===== config.mk =====
export PLATFORM = sky130hd
export DESIGN_NAME = vram_port_arbiter
export DESIGN_NICKNAME = d
export VERILOG_FILES = /design/src/rtl/vram_port_arbiter.sv
export SDC_FILE = /design/constraint.sdc
export NUM_CORES = 1
export LEC_CHECK = 0
export CAP_MARGIN = 20
export CORE_UTILIZATION = 45
export DETAILED_ROUTE_END_ITERATION = 7
export PLACE_DENSITY_LB_ADDON = 0.12
export SYNTH_ARGS = -nofsm -noshare
export SYNTH_HDL_FRONTEND = slang
export SYNTH_SLANG_ARGS = --single-unit

===== constraint.sdc =====
create_clock -name axi_aclk -period 3.7 [get_ports axi_aclk]
set_input_delay 0.37 -clock axi_aclk [delete_from_list [all_inputs] [get_ports axi_aclk]]
set_output_delay 0.37 -clock axi_aclk [all_outputs]
set_load 0.005 [all_outputs]

===== src/rtl/vram_port_arbiter.sv =====
// Two-requester arbiter in front of the single-port text VRAM: serialises renderer and host accesses.
// Optional starvation guard for the host side is enabled by defining VRAM_ARB_STARVE_GUARD_EN.
module vram_port_arbiter #(
    parameter int ADDR_W       = 10,
    parameter int DATA_W       = 32,
    parameter int VRAM_WORDS   = 600,
    parameter int STARVE_LIMIT = 8
) (
    input  logic                axi_aclk,
    input  logic                axi_areset,
    input  logic                vid_req,
    input  logic [ADDR_W-1:0]   vid_addr,
    output logic                vid_gnt,
    output logic                vid_rvalid,
    output logic [DATA_W-1:0]   vid_rdata,
    input  logic                host_req,
    input  logic                host_we,
    input  logic [ADDR_W-1:0]   host_addr,
    input  logic [DATA_W-1:0]   host_wdata,
    input  logic [DATA_W/8-1:0] host_wstrb,
    output logic                host_gnt,
    output logic                host_wdone,
    output logic                host_rvalid,
    output logic [DATA_W-1:0]   host_rdata,
    output logic                host_err,
    output logic                mem_en,
    output logic [DATA_W/8-1:0] mem_we,
    output logic [ADDR_W-1:0]   mem_addr,
    output logic [DATA_W-1:0]   mem_wdata,
    input  logic [DATA_W-1:0]   mem_rdata
);

    if (STARVE_LIMIT < 1 || (DATA_W % 8) != 0) begin : g_bad_cfg
        $error("vram_port_arbiter: STARVE_LIMIT must be >= 1 and DATA_W a multiple of 8");
    end

    // Memory-slot tags (VID/HRD/HWR) and host error tags (HERR_*) travel in separate
    // registers because an out-of-range host access may be granted alongside vid.
    typedef enum logic [2:0] {
        TAG_NONE,
        TAG_VID,
        TAG_HRD,
        TAG_HWR,
        TAG_HERR_RD,
        TAG_HERR_WR
    } tag_t;

    tag_t              s1_mem_nxt, s1_err_nxt;
    tag_t              s1_mem_tag, s1_err_tag;
    tag_t              s2_mem_tag, s2_err_tag;
    logic [DATA_W-1:0] vid_rdata_q, host_rdata_q;
    logic              host_oor;
    logic              force_host;

    // Range test on the full address width, so aliases above VRAM_WORDS never reach the BRAM.
    assign host_oor = (32'(host_addr) >= 32'(VRAM_WORDS));

`ifdef VRAM_ARB_STARVE_GUARD_EN
    localparam int CNT_W = $clog2(STARVE_LIMIT + 1);

    logic [CNT_W-1:0] starve_cnt;

    assign force_host = host_req && !host_oor && (starve_cnt == CNT_W'(STARVE_LIMIT));

    always_ff @(posedge axi_aclk) begin
        if (axi_areset || !host_req || host_gnt) begin
            starve_cnt <= '0;
        end else if (!host_oor) begin
            starve_cnt <= starve_cnt + CNT_W'(1);
        end
    end
`else
    assign force_host = 1'b0;
`endif

    // NOTE: every signal assigned in always_comb gets a default first, so no path can infer a latch.
    always_comb begin
        vid_gnt  = 1'b0;
        host_gnt = 1'b0;
        if (!axi_areset) begin
            vid_gnt  = vid_req && !force_host;
            host_gnt = host_req && (host_oor || !vid_req || force_host);
        end
    end

    always_comb begin
        s1_mem_nxt = TAG_NONE;
        s1_err_nxt = TAG_NONE;
        if (vid_gnt) begin
            s1_mem_nxt = TAG_VID;
        end else if (host_gnt && !host_oor) begin
            s1_mem_nxt = host_we ? TAG_HWR : TAG_HRD;
        end
        if (host_gnt && host_oor) begin
            s1_err_nxt = host_we ? TAG_HERR_WR : TAG_HERR_RD;
        end
    end

    // NOTE: sequential state uses non-blocking assignments so every register samples pre-edge values.
    always_ff @(posedge axi_aclk) begin
        if (axi_areset) begin
            s1_mem_tag   <= TAG_NONE;
            s1_err_tag   <= TAG_NONE;
            s2_mem_tag   <= TAG_NONE;
            s2_err_tag   <= TAG_NONE;
            mem_en       <= 1'b0;
            mem_we       <= '0;
            mem_addr     <= '0;
            mem_wdata    <= '0;
            vid_rdata_q  <= '0;
            host_rdata_q <= '0;
        end else begin
            s1_mem_tag <= s1_mem_nxt;
            s1_err_tag <= s1_err_nxt;
            mem_en     <= (s1_mem_nxt != TAG_NONE);
            mem_we     <= (s1_mem_nxt == TAG_HWR) ? host_wstrb : '0;

            // Address and write data hold their last values while the port is idle.
            if (s1_mem_nxt == TAG_VID) begin
                mem_addr <= vid_addr;
            end else if (s1_mem_nxt != TAG_NONE) begin
                mem_addr <= host_addr;
            end
            if (s1_mem_nxt == TAG_HWR) begin
                mem_wdata <= host_wdata;
            end

            // Only reads advance to stage 2; writes complete in stage 1.
            s2_mem_tag <= (s1_mem_tag == TAG_VID || s1_mem_tag == TAG_HRD) ? s1_mem_tag : TAG_NONE;
            s2_err_tag <= (s1_err_tag == TAG_HERR_RD) ? TAG_HERR_RD : TAG_NONE;

            vid_rdata_q  <= vid_rdata;
            host_rdata_q <= host_rdata;
        end
    end

    always_comb begin
        vid_rvalid  = (s2_mem_tag == TAG_VID);
        host_rvalid = (s2_mem_tag == TAG_HRD) || (s2_err_tag == TAG_HERR_RD);
        host_wdone  = (s1_mem_tag == TAG_HWR) || (s1_err_tag == TAG_HERR_WR);
        host_err    = (s1_err_tag == TAG_HERR_WR) || (s2_err_tag == TAG_HERR_RD);

        vid_rdata = vid_rdata_q;
        if (s2_mem_tag == TAG_VID) begin
            vid_rdata = mem_rdata;
        end

        host_rdata = host_rdata_q;
        if (s2_mem_tag == TAG_HRD) begin
            host_rdata = mem_rdata;
        end else if (s2_err_tag == TAG_HERR_RD) begin
            host_rdata = '0;
        end
    end

endmodule


==> results of run 1 <==
## cell families after synthesis
logic type / Yosys count / synth area share, %
and+or+nand+nor: 225 / 25.3
DFF: 118 / 51.1
AOI/OAI and AO/OA: 93 / 11.3
buffers and inverters: 42 / 4.30
muxes: 32 / 7.80
adders and majority gates: 1 / 0.271
## final timing paths
path,startpoint,slack [ns],endpoint
hold reg to reg,mem_wdata[31],0.45,mem_wdata[31]
setup reg to reg,s2_mem_tag[1],1.99,host_rdata_q[29]
hold / removal,axi_areset,0.25,s1_err_tag[2]
setup / recovery,s2_mem_tag[1],0.84,host_rdata[13]
## per-stage QoR
stage          utilization (%)  setup WS (ns)
2_1_floorplan                -           2.20
3_3_place_gp              68.5           1.22
3_5_place_dp              68.5           1.12
4_1_cts                   73.7          0.805
5_1_grt                   74.0          0.601
6_report                  74.0          0.841
## layer usage
layer | track usage (%) | vias to the layer above
li1 | - | 2071
met3 | 11.4 | 16
met2 | 39.6 | 156
met5 | 0 | -
met4 | 8.99 | 0
met1 | 24.2 | 1909
## area by class of cell
| type | instances | area [sq um] |
|---|---|---|
| Clock buffer | 26 | 498 |
| Clock inverter | 4 | 20.0 |
| Fill cell | 741 | 2560 |
| Inverter | 6 | 22.5 |
| Multi-Input combinational cell | 351 | 2070 |
| Sequential cell | 118 | 2360 |
| Tap cell | 133 | 166 |
| Timing Repair Buffer | 216 | 2160 |
## layout by cell type (no fill, tap or decap), drive strengths merged, types with 2 or more instances in the layout
| cell type | netlist | routed |
|---|---|---|
| a21oi | 43 | 43 |
| mux2 | 32 | 32 |
| a221oi | 2 | 2 |
| dfxtp | 118 | 118 |
| buf | 16 | 8 |
| o21ai | 33 | 33 |
| and2 | 4 | 4 |
| clkinv | 0 | 4 |
| clkbuf | 20 | 26 |
| a22oi | 7 | 7 |
| and3b | 2 | 2 |
| nand2 | 102 | 102 |
| nor3b | 2 | 2 |
| nor2b | 66 | 66 |
| nand3b | 5 | 5 |
| a21o | 2 | 2 |
| nand3 | 3 | 3 |
| nand2b | 35 | 35 |
| o211ai | 2 | 2 |
| nor2 | 3 | 3 |
| clkdlybuf4s50 | 0 | 208 |
| inv | 6 | 6 |
## registers in the layout (all words and copies together), names as in the netlist
register,count
host_rdata_q,32
mem_wdata,32
vid_rdata_q,32
mem_addr,10
mem_we,4
s1_err_tag,2
s1_mem_tag,2
s2_mem_tag,2
mem_en,1
s2_err_tag,1
## power groups by stage
| stage | Clock (mW) | Combinational [mW] | Sequential (mW) |
|---|---|---|---|
| global route | 1.52 | 0.298 | 1.31 |
| global placement | 0 | 0.268 | 1.33 |
| finish | 1.42 | 0.276 | 1.31 |
| detailed placement | 0 | 0.271 | 1.34 |
| floorplan | 0 | 0.0905 | 1.33 |
| CTS | 1.46 | 0.274 | 1.31 |
## worst register-to-register path, stage by stage (launching register included)
cell,delay (ns)
dfxtp_1,0.34
nor2b_4,0.43
buf_4,0.43
o21ai_0,0.21
nor2b_1,0.17
==> qor.yml, run 1 <==
outcome:
  status: "finished, final reports clean"
timing:
  timing.final.crit_period_ns: 2.86
  rsz0062_at_grt: "false"
  max_freq_ghz: 0.350
  final_hold_viol_count: 0
  drv_slew: 0
  post-route-period-util_pct: 77.3
  timing.hold.ws_ns: 0.248
  finalClockSkew_ns: 0.00603
  tightest_slew_ns: 0.978
  relSlewSlack_pct: 34.7
  tns_ns: 0
  setup_viol: 0
power_and_ir_drop:
  p_total_mw: 3.01
  pwr-share-seq_pct: 43.5
  power.static_leakage_nw: 2.70
  ir_worst_vdd_mv: 0.315
  intPower_mw: 2.37
  combPwrFrac_pct: 9.2
  p_sw_mw: 0.635
  p_clk_share_pct: 47.3
  switching_share_pct: 21.1
  p_per_area_mw_per_mm2: 412
floorplan:
  fp.dieH_um: 103
  chipWidth_um: 103
  dieArea_sq_mm: 0.0107
  initial_core_util_pct: 46.9
  io_pins: 210
  num_rows: 36
  core-area_sq_mm: 0.00986
clocking:
  cts_tree: "built"
  htree_levels: 4
  cts-root-buf: "clkbuf_8"
  clk_pin_slew_worst_paths_ns: 0.05
  ctsResizeCount: 0
  cts_buffers: 17
  clock_path_buffers: 2
  holdBufCountCts: 0
  clk_latency_ns: 0.51
  cts_setup_buffers: 0
  clkSinkCount: 118
worst_setup_path:
  critical-path-max-stage-delay_ns: 0.57
  arrival_ns: 2.49
  cp-end-kind: "output pin"
  path_cells: "nor2b_4 > buf_4 > nand2_1 > o21ai_0 > clkdlybuf4s50_1"
  path_max_fanout: 42
  worst-path-stages: 5
  r2r_cells: 4
  critPathKind: "reg2out"
  worstPathRequired_ns: 3.33
  critPathTopFamily: "buffers and inverters"
  crit_slowest_cell: "clkdlybuf4s50_1"
  critPathLaunchType: "flop"
  path_buf_inv: 2
hold_path:
  whs_path_depth: 3
  hold_path.class: "in2reg"
logic_synthesis:
  synth_top_area_cell: "dfxtp_1"
  syn_avg_cell_area_sq_um: 9.04
  yosysWarnings: 0
  synth_area_leaders: "dfxtp_1, nor2b_1, nand2_1"
  post-synth-top-count-cell: "dfxtp_1"
  synth-edff-count: 0
  seq_area_frac_synth_pct: 51.1
  syn_nets: 605
  yosysTopAreaCellShare_pct: 51.1
  synthFlopType: "dfxtp_1"
  async_reset_ff_share_pct: 0
  yosys-top-cells-count: "dfxtp_1, nand2_1, nor2b_1, a21oi_1, nand2b_1"
  ys_ff_latch: 118
  yosys.cell_types.count: 33
  synthCells: 511
  synth_area_sq_mm: 0.00462
final_layout:
  insertedDiodeCount: 0
  final_area_sq_mm: 0.00730
  finalNetCount: 804
  drive_gt1_share_pct: 10.1
  areaGrowthSynthToFinish_pct: 58.0
  final_cells: 854
place:
  portBuffers: 209
  dp.cells: 823
  placed_cell_area_sq_mm: 0.00676
  gp_congestion: 0.741
  hpwl_um: 8040
drt:
  drtAntennaViolNets: 0
  drc: 0
  highest_layer: "met4"
  wl_met2_um: 5850
  first_pass_iters: 4
  drt-initial-drc-count: 110
  wl_per_cell_um: 14.0
  vias_per_cell: 4.86
  wl_met3_um: 1190
  via_count: 4152
  wl_met1_um: 4730
  totalWireLength_um: 12000
global_route:
  grt_max_degree: 110
  grt_pass1_wl_um: 18600
  grt_overflow: 0
  track_usage_pct: 23.0
  grt_pass1_vias: 3987
  antenna_found_initial: 0
flow_run:
  maxCapViolCount: 0
No activity file was read; power rests on OpenSTA's default activity.
==> run 2: changes to the inputs <==
- CORE_UTILIZATION: 45 -> 42
- clock period: 3.7 -> 2.7 ns (I/O delays scaled with it)
==> qor.yml, run 2 (same netlist as run 1, synthesis figures left out) <==
outcome:
  status: "finished, final reports clean"
hold_path:
  hold_end: "mem_wdata[23]"
  hold_path.class: "in2reg"
  whs_path_depth: 2  # -1
  hp-start: "axi_areset"
timing:
  relSlewSlack_pct: 35.8  # +1.1 points
  tightest_slew_ns: 0.963  # -0.0148 ns
  timing.final.crit_period_ns: 2.50
  setup_viol: 0  # unchanged
  rsz0062_at_grt: "false"
  final_hold_viol_count: 0  # unchanged
  post-route-period-util_pct: 92.7
  max_freq_ghz: 0.399
  drv_slew: 0  # unchanged
  tns_ns: 0  # unchanged
  finalClockSkew_ns: 0.0108  # +0.00475 ns
  timing.hold.ws_ns: 0.101  # -0.147 ns
worst_setup_path:
  critical-path-max-stage-delay_ns: 0.46  # -0.11 ns
  cp-end-kind: "output pin"
  critPathKind: "reg2out"
  reg2reg_to: "vid_rdata_q[0]"
  path_cells: "nor2b_4 > buf_12 > mux2_2 > clkdlybuf4s50_1"
  ff2ff_setup_slack_ns: 1.13  # -0.86 ns
  worstPathRequired_ns: 2.43  # -0.90 ns
  r2r_cells: 4  # unchanged
  path_max_fanout: 28  # -33%
  arrival_ns: 2.23  # -0.26 ns
  rr_startpoint: "s2_mem_tag[0]"
  critPathLaunchType: "flop"
  crit_slowest_cell: "clkdlybuf4s50_1"
final_layout:
  insertedDiodeCount: 0  # unchanged
  layout_common_cells: "clkdlybuf4s50_1, dfxtp_1, nand2_1, nor2b_1, a21oi_1"
  areaGrowthSynthToFinish_pct: 59.7
  drive_gt1_share_pct: 10.2  # +0.082 points
  top_regs: "host_rdata_q x32, mem_wdata x32, vid_rdata_q x32"
  finalNetCount: 807  # +0.37%
  final_cells: 861  # +0.82%
  layout_commonest_cell: "clkdlybuf4s50_1"
drt:
  first_pass_iters: 4  # unchanged
  vias_per_cell: 4.82  # -0.93%
  drc: 0  # unchanged
  drt-initial-drc-count: 134  # +22%
  drtAntennaViolNets: 0  # unchanged
  via_count: 4147  # -0.12%
  wl_per_cell_um: 14.1  # +0.24%
  totalWireLength_um: 12100  # +1.1%
global_route:
  grt_max_degree: 96  # -13%
  track_usage_pct: 21.9  # -1.2 points
  met2_usage_pct: 36.5  # -3.1 points
  met1_usage_pct: 24.1  # -0.060 points
  met3_usage_pct: 9.97  # -1.4 points
  grt_overflow: 0  # unchanged
  grt_pass1_vias: 4103  # +2.9%
  grt_pass1_wl_um: 19500  # +4.8%
  grt-busiest-layer: "met2"
  antenna_found_initial: 0  # unchanged
clocking:
  clkSinkCount: 118  # unchanged
  cts_tree: "built"
  clk_latency_ns: 0.50  # about the same
  ctsResizeCount: 0  # unchanged
  cts-root-buf: "clkbuf_8"
  htree_levels: 4  # unchanged
  cts_buffers: 17  # unchanged
  clock_path_buffers: 2  # unchanged
  clk_pin_slew_worst_paths_ns: 0.05  # about the same
power_and_ir_drop:
  power.static_leakage_nw: 2.73  # +0.97%
  ir_worst_vdd_mv: 0.409  # +30%
  p_per_area_mw_per_mm2: 579  # +41%
floorplan:
  io_pins: 210  # unchanged
  core-area_sq_mm: 0.0105  # +6.5%
  initial_core_util_pct: 44.0  # -2.9 points
  chipWidth_um: 107  # +3.4%
  num_rows: 37  # +2.8%
  dieArea_sq_mm: 0.0114  # +7.0%
  fp.dieH_um: 107  # +3.4%
place:
  portBuffers: 209  # unchanged
  hpwl_um: 8490  # +5.5%
  dp.cells: 828  # +0.61%
  gp_congestion: 0.783  # +5.7%
flow_run:
  maxCapViolCount: 0  # unchanged
## run 2: cell types whose count changed in the layout (fill, tap and decap cells not counted), sizes merged
cell and delta:
clkinv -3, clkbuf +2, bufinv +2, buf +3
## run 2: cell type report
cell class	count	area, sq um
Tap cell	136	170
Clock buffer	28	495
Fill cell	829	3130
Clock inverter	3	65.1
Timing Repair Buffer	219	2190
Sequential cell	118	2360
Inverter	6	22.5
Multi-Input combinational cell	351	2080
## run 2: worst max path at each step
stage / start / endpoint / cells after the start
after detailed placement: host_addr[4] / host_gnt / 6
final: s2_mem_tag[0] / vid_rdata[22] / 4
after global placement: host_addr[4] / host_gnt / 6
after CTS: s2_mem_tag[1] / host_rdata[3] / 5
after floorplan: s2_mem_tag[0] / vid_rdata[22] / 4
after global routing: s2_err_tag[2] / host_rdata[4] / 4
## run 2: worst max-delay path, delay by kind of cell (launching register included)
| kind | cells | cell delay, ns |
|---|---|---|
| muxes | 1 | 0.37 |
| buffers and inverters | 2 | 0.69 |
| and+or+nand+nor | 1 | 0.30 |
| DFF | 1 | 0.37 |
## run 2: layer usage
metal	share of wire, %	wire (um)
met5	0	0
met4	0.61	74
met3	9.6	1160
met2	49	5930
met1	41	4960
## run 2: power breakdown
part,internal [mW],switching (mW)
sequential,1.78,0.0151
clock,1.40,0.703
combinational,0.243,0.135
## run 2: metrics by stage
stage                     power [mW]  instance area [sq um]  util (%)  worst slack, ns
final                           4.28                   7380      70.2            0.196
after global routing            4.44                   7380      70.2           0.0267
after CTS                       4.33                   7370      70.1           0.0786
after detailed placement        2.21                   6810      64.8            0.478
after global placement          2.20                   6810      64.8            0.512
after floorplan                 1.95                   4620         -             1.30
## run 2: repair_timing
| item | 4_1_cts | 5_1_grt |
|---|---|---|
| hold buffers | 0 | 0 |
| setup endpoints to repair | 0 | 9 |
| endpoints found under the hold margin | 0 | 0 |
| setup buffers | 0 | 2 |
==> run 3: changes to the inputs <==
- CORE_UTILIZATION: 42 -> 43
- CTS_BUF_LIST: not set -> sky130_fd_sc_hd__clkbuf_8
==> qor.yml, run 3 (same netlist as run 1, synthesis figures left out) <==
clocking:
  cts_buffers: 17  # unchanged
  clock_path_buffers: 2  # unchanged
  holdBufCountCts: 0  # unchanged
  ctsResizeCount: 0  # unchanged
  htree_levels: 4  # unchanged
  clk_pin_slew_worst_paths_ns: 0.07  # +0.02 ns
  cts-root-buf: "clkbuf_8"
  clkSinkCount: 118  # unchanged
  cts_tree: "built"
  cts_setup_buffers: 0  # unchanged
  clk_latency_ns: 0.42  # -0.08 ns
drt:
  drtAntennaViolNets: 0  # unchanged
  totalWireLength_um: 12100  # -0.49%
  drt-initial-drc-count: 112  # -16%
  first_pass_iters: 4  # unchanged
  vias_per_cell: 4.79  # -0.50%
  drc: 0  # unchanged
  wl_per_cell_um: 14.0  # -0.60%
  via_count: 4131  # -0.39%
floorplan:
  num_rows: 37  # unchanged
  fp.dieH_um: 106  # -1.1%
  dieArea_sq_mm: 0.0112  # -2.3%
  initial_core_util_pct: 44.6  # +0.59 points
  chipWidth_um: 106  # -1.1%
  core-area_sq_mm: 0.0104  # -1.3%
  io_pins: 210  # unchanged
power_and_ir_drop:
  ir_worst_vdd_mv: 0.308  # -25%
  p_per_area_mw_per_mm2: 534  # -7.9%
  p_sw_mw: 0.893  # +4.8%
  intPower_mw: 2.96  # -14%
  power.static_leakage_nw: 2.66  # -2.8%
  switching_share_pct: 23.2  # +3.3 points
  combPwrFrac_pct: 9.8  # +1.0 points
  p_clk_share_pct: 43.8  # -5.5 points
  pwr-share-seq_pct: 46.4  # +4.5 points
final_layout:
  top_regs: "host_rdata_q x32, mem_wdata x32, vid_rdata_q x32"
  insertedDiodeCount: 0  # unchanged
  drive_gt1_share_pct: 11.2  # +0.95 points
  layout_common_cells: "clkdlybuf4s50_1, dfxtp_1, nand2_1, nor2b_1, a21oi_1"
  finalNetCount: 807  # unchanged
  final_area_sq_mm: 0.00722  # -2.2%
  areaGrowthSynthToFinish_pct: 56.2
  layout_commonest_cell: "clkdlybuf4s50_1"
  final_cells: 862  # +0.12%
  utilization_pct: 69.6  # -0.62 points
place:
  gp_congestion: 0.766  # -2.2%
  hpwl_um: 8400  # -0.98%
  place_ws_ns: 0.457  # -0.0211 ns
  dp.cells: 830  # +0.24%
  placed_cell_area_sq_mm: 0.00680  # -0.15%
  portBuffers: 209  # unchanged
worst_setup_path:
  crit_slowest_cell: "clkdlybuf4s50_1"
  reg2reg_to: "vid_rdata_q[31]"
  critPathLaunchType: "flop"
  worstPathRequired_ns: 2.43  # about the same
  path_max_fanout: 19  # -32%
  critPathTopFamily: "buffers and inverters"
  rr_startpoint: "s2_mem_tag[0]"
  path_cells: "buf_4 > nand2b_1 > o21ai_0 > clkdlybuf4s50_1"
  critical-path-max-stage-delay_ns: 0.59  # +0.13 ns
  r2r_cells: 4  # unchanged
  ff2ff_setup_slack_ns: 1.22  # +0.09 ns
  arrival_ns: 2.12  # -0.11 ns
  cp-end-kind: "output pin"
  path_buf_inv: 2  # unchanged
  critPathKind: "reg2out"
  worst-path-stages: 4  # unchanged
timing:
  setup_slack_ns: 0.307  # +0.112 ns
  finalClockSkew_ns: 0.0111  # +0.000313 ns
  rsz0062_at_grt: "false"
  drv_slew: 0  # unchanged
  timing.final.crit_period_ns: 2.39  # -0.112 ns
  tns_ns: 0  # unchanged
  tightest_slew_ns: 0.733  # -0.230 ns
  relSlewSlack_pct: 51.1  # +15 points
  post-route-period-util_pct: 88.6  # -4.1 points
  setup_viol: 0  # unchanged
  max_freq_ghz: 0.418  # +4.7%
  final_hold_viol_count: 0  # unchanged
global_route:
  antenna_found_initial: 0  # unchanged
  track_usage_pct: 22.0  # +0.13 points
  grt_max_degree: 69  # -28%
  grt_overflow: 0  # unchanged
  grt_pass1_vias: 4022  # -2.0%
  grt_pass1_wl_um: 19400  # -0.49%
hold_path:
  hold_path.class: "in2reg"
  whs_path_depth: 2  # unchanged
  hold_end: "host_rdata_q[15]"
  hp-start: "axi_areset"
outcome:
  status: "finished, final reports clean"
flow_run:
  maxCapViolCount: 0  # unchanged
==> run 3: cell count changes in the layout (fill, tap and decap cells not counted), sizes merged <==
cell / previous run / this run
inv: 6 / 10
clkbuf: 28 / 18
clkinv: 1 / 3
clkinvlp: 0 / 4
bufinv: 2 / 3
==> run 3: worst max-delay path by stage <==
| stage | startpoint | endpoint |
|---|---|---|
| 2_1_floorplan | s2_mem_tag[0] | vid_rdata[22] |
| 3_3_place_gp | host_addr[4] | host_gnt |
| 3_5_place_dp | host_addr[4] | host_gnt |
| 4_1_cts | s2_err_tag[2] | host_rdata[31] |
| 5_1_grt | s2_err_tag[2] | host_rdata[31] |
| 6_report | s2_err_tag[2] | host_rdata[31] |
==> run 3: final cells by class <==
cell class                      instances  area (sq um)
Multi-Input combinational cell        351          2080
Sequential cell                       118          2360
Clock inverter                         14           176
Clock buffer                           18           248
Timing Repair Buffer                  219          2160
Inverter                                6          22.5
Tap cell                              136           170
Fill cell                             850          3150
==> run 3: metal layers <==
metal,up-vias,GRT usage [%],part of all wire [%]
met2,148,35.9,47
met1,1888,25.4,43
met5,-,0,0
met4,0,9.23,1.2
li1,2081,-,-
met3,14,8.97,9.2
==> run 3: through the flow <==
step | total power, mW | hold WS (ns)
3_3_place_gp | 2.20 | 0.431
6_report | 3.85 | 0.312
2_1_floorplan | 1.95 | 0.390
3_5_place_dp | 2.21 | 0.447
5_1_grt | 4.00 | 0.313
4_1_cts | 3.90 | 0.283
==> run 3: worst register-to-register path, delay by kind of cell, from the launching register on <==
family                 cells  cell delay, ns
AND/OR/NAND/NOR            2            0.30
flip-flops                 1            0.37
buffers and inverters      1            0.29
multiplexers               1            0.39
==> run 3: power groups by stage <==
stage | logic [mW] | clock network [mW] | registers [mW]
CTS | 0.380 | 1.73 | 1.79
detailed placement | 0.377 | 0 | 1.83
global route | 0.408 | 1.80 | 1.79
floorplan | 0.124 | 0 | 1.83
finish | 0.379 | 1.69 | 1.79
global placement | 0.372 | 0 | 1.83
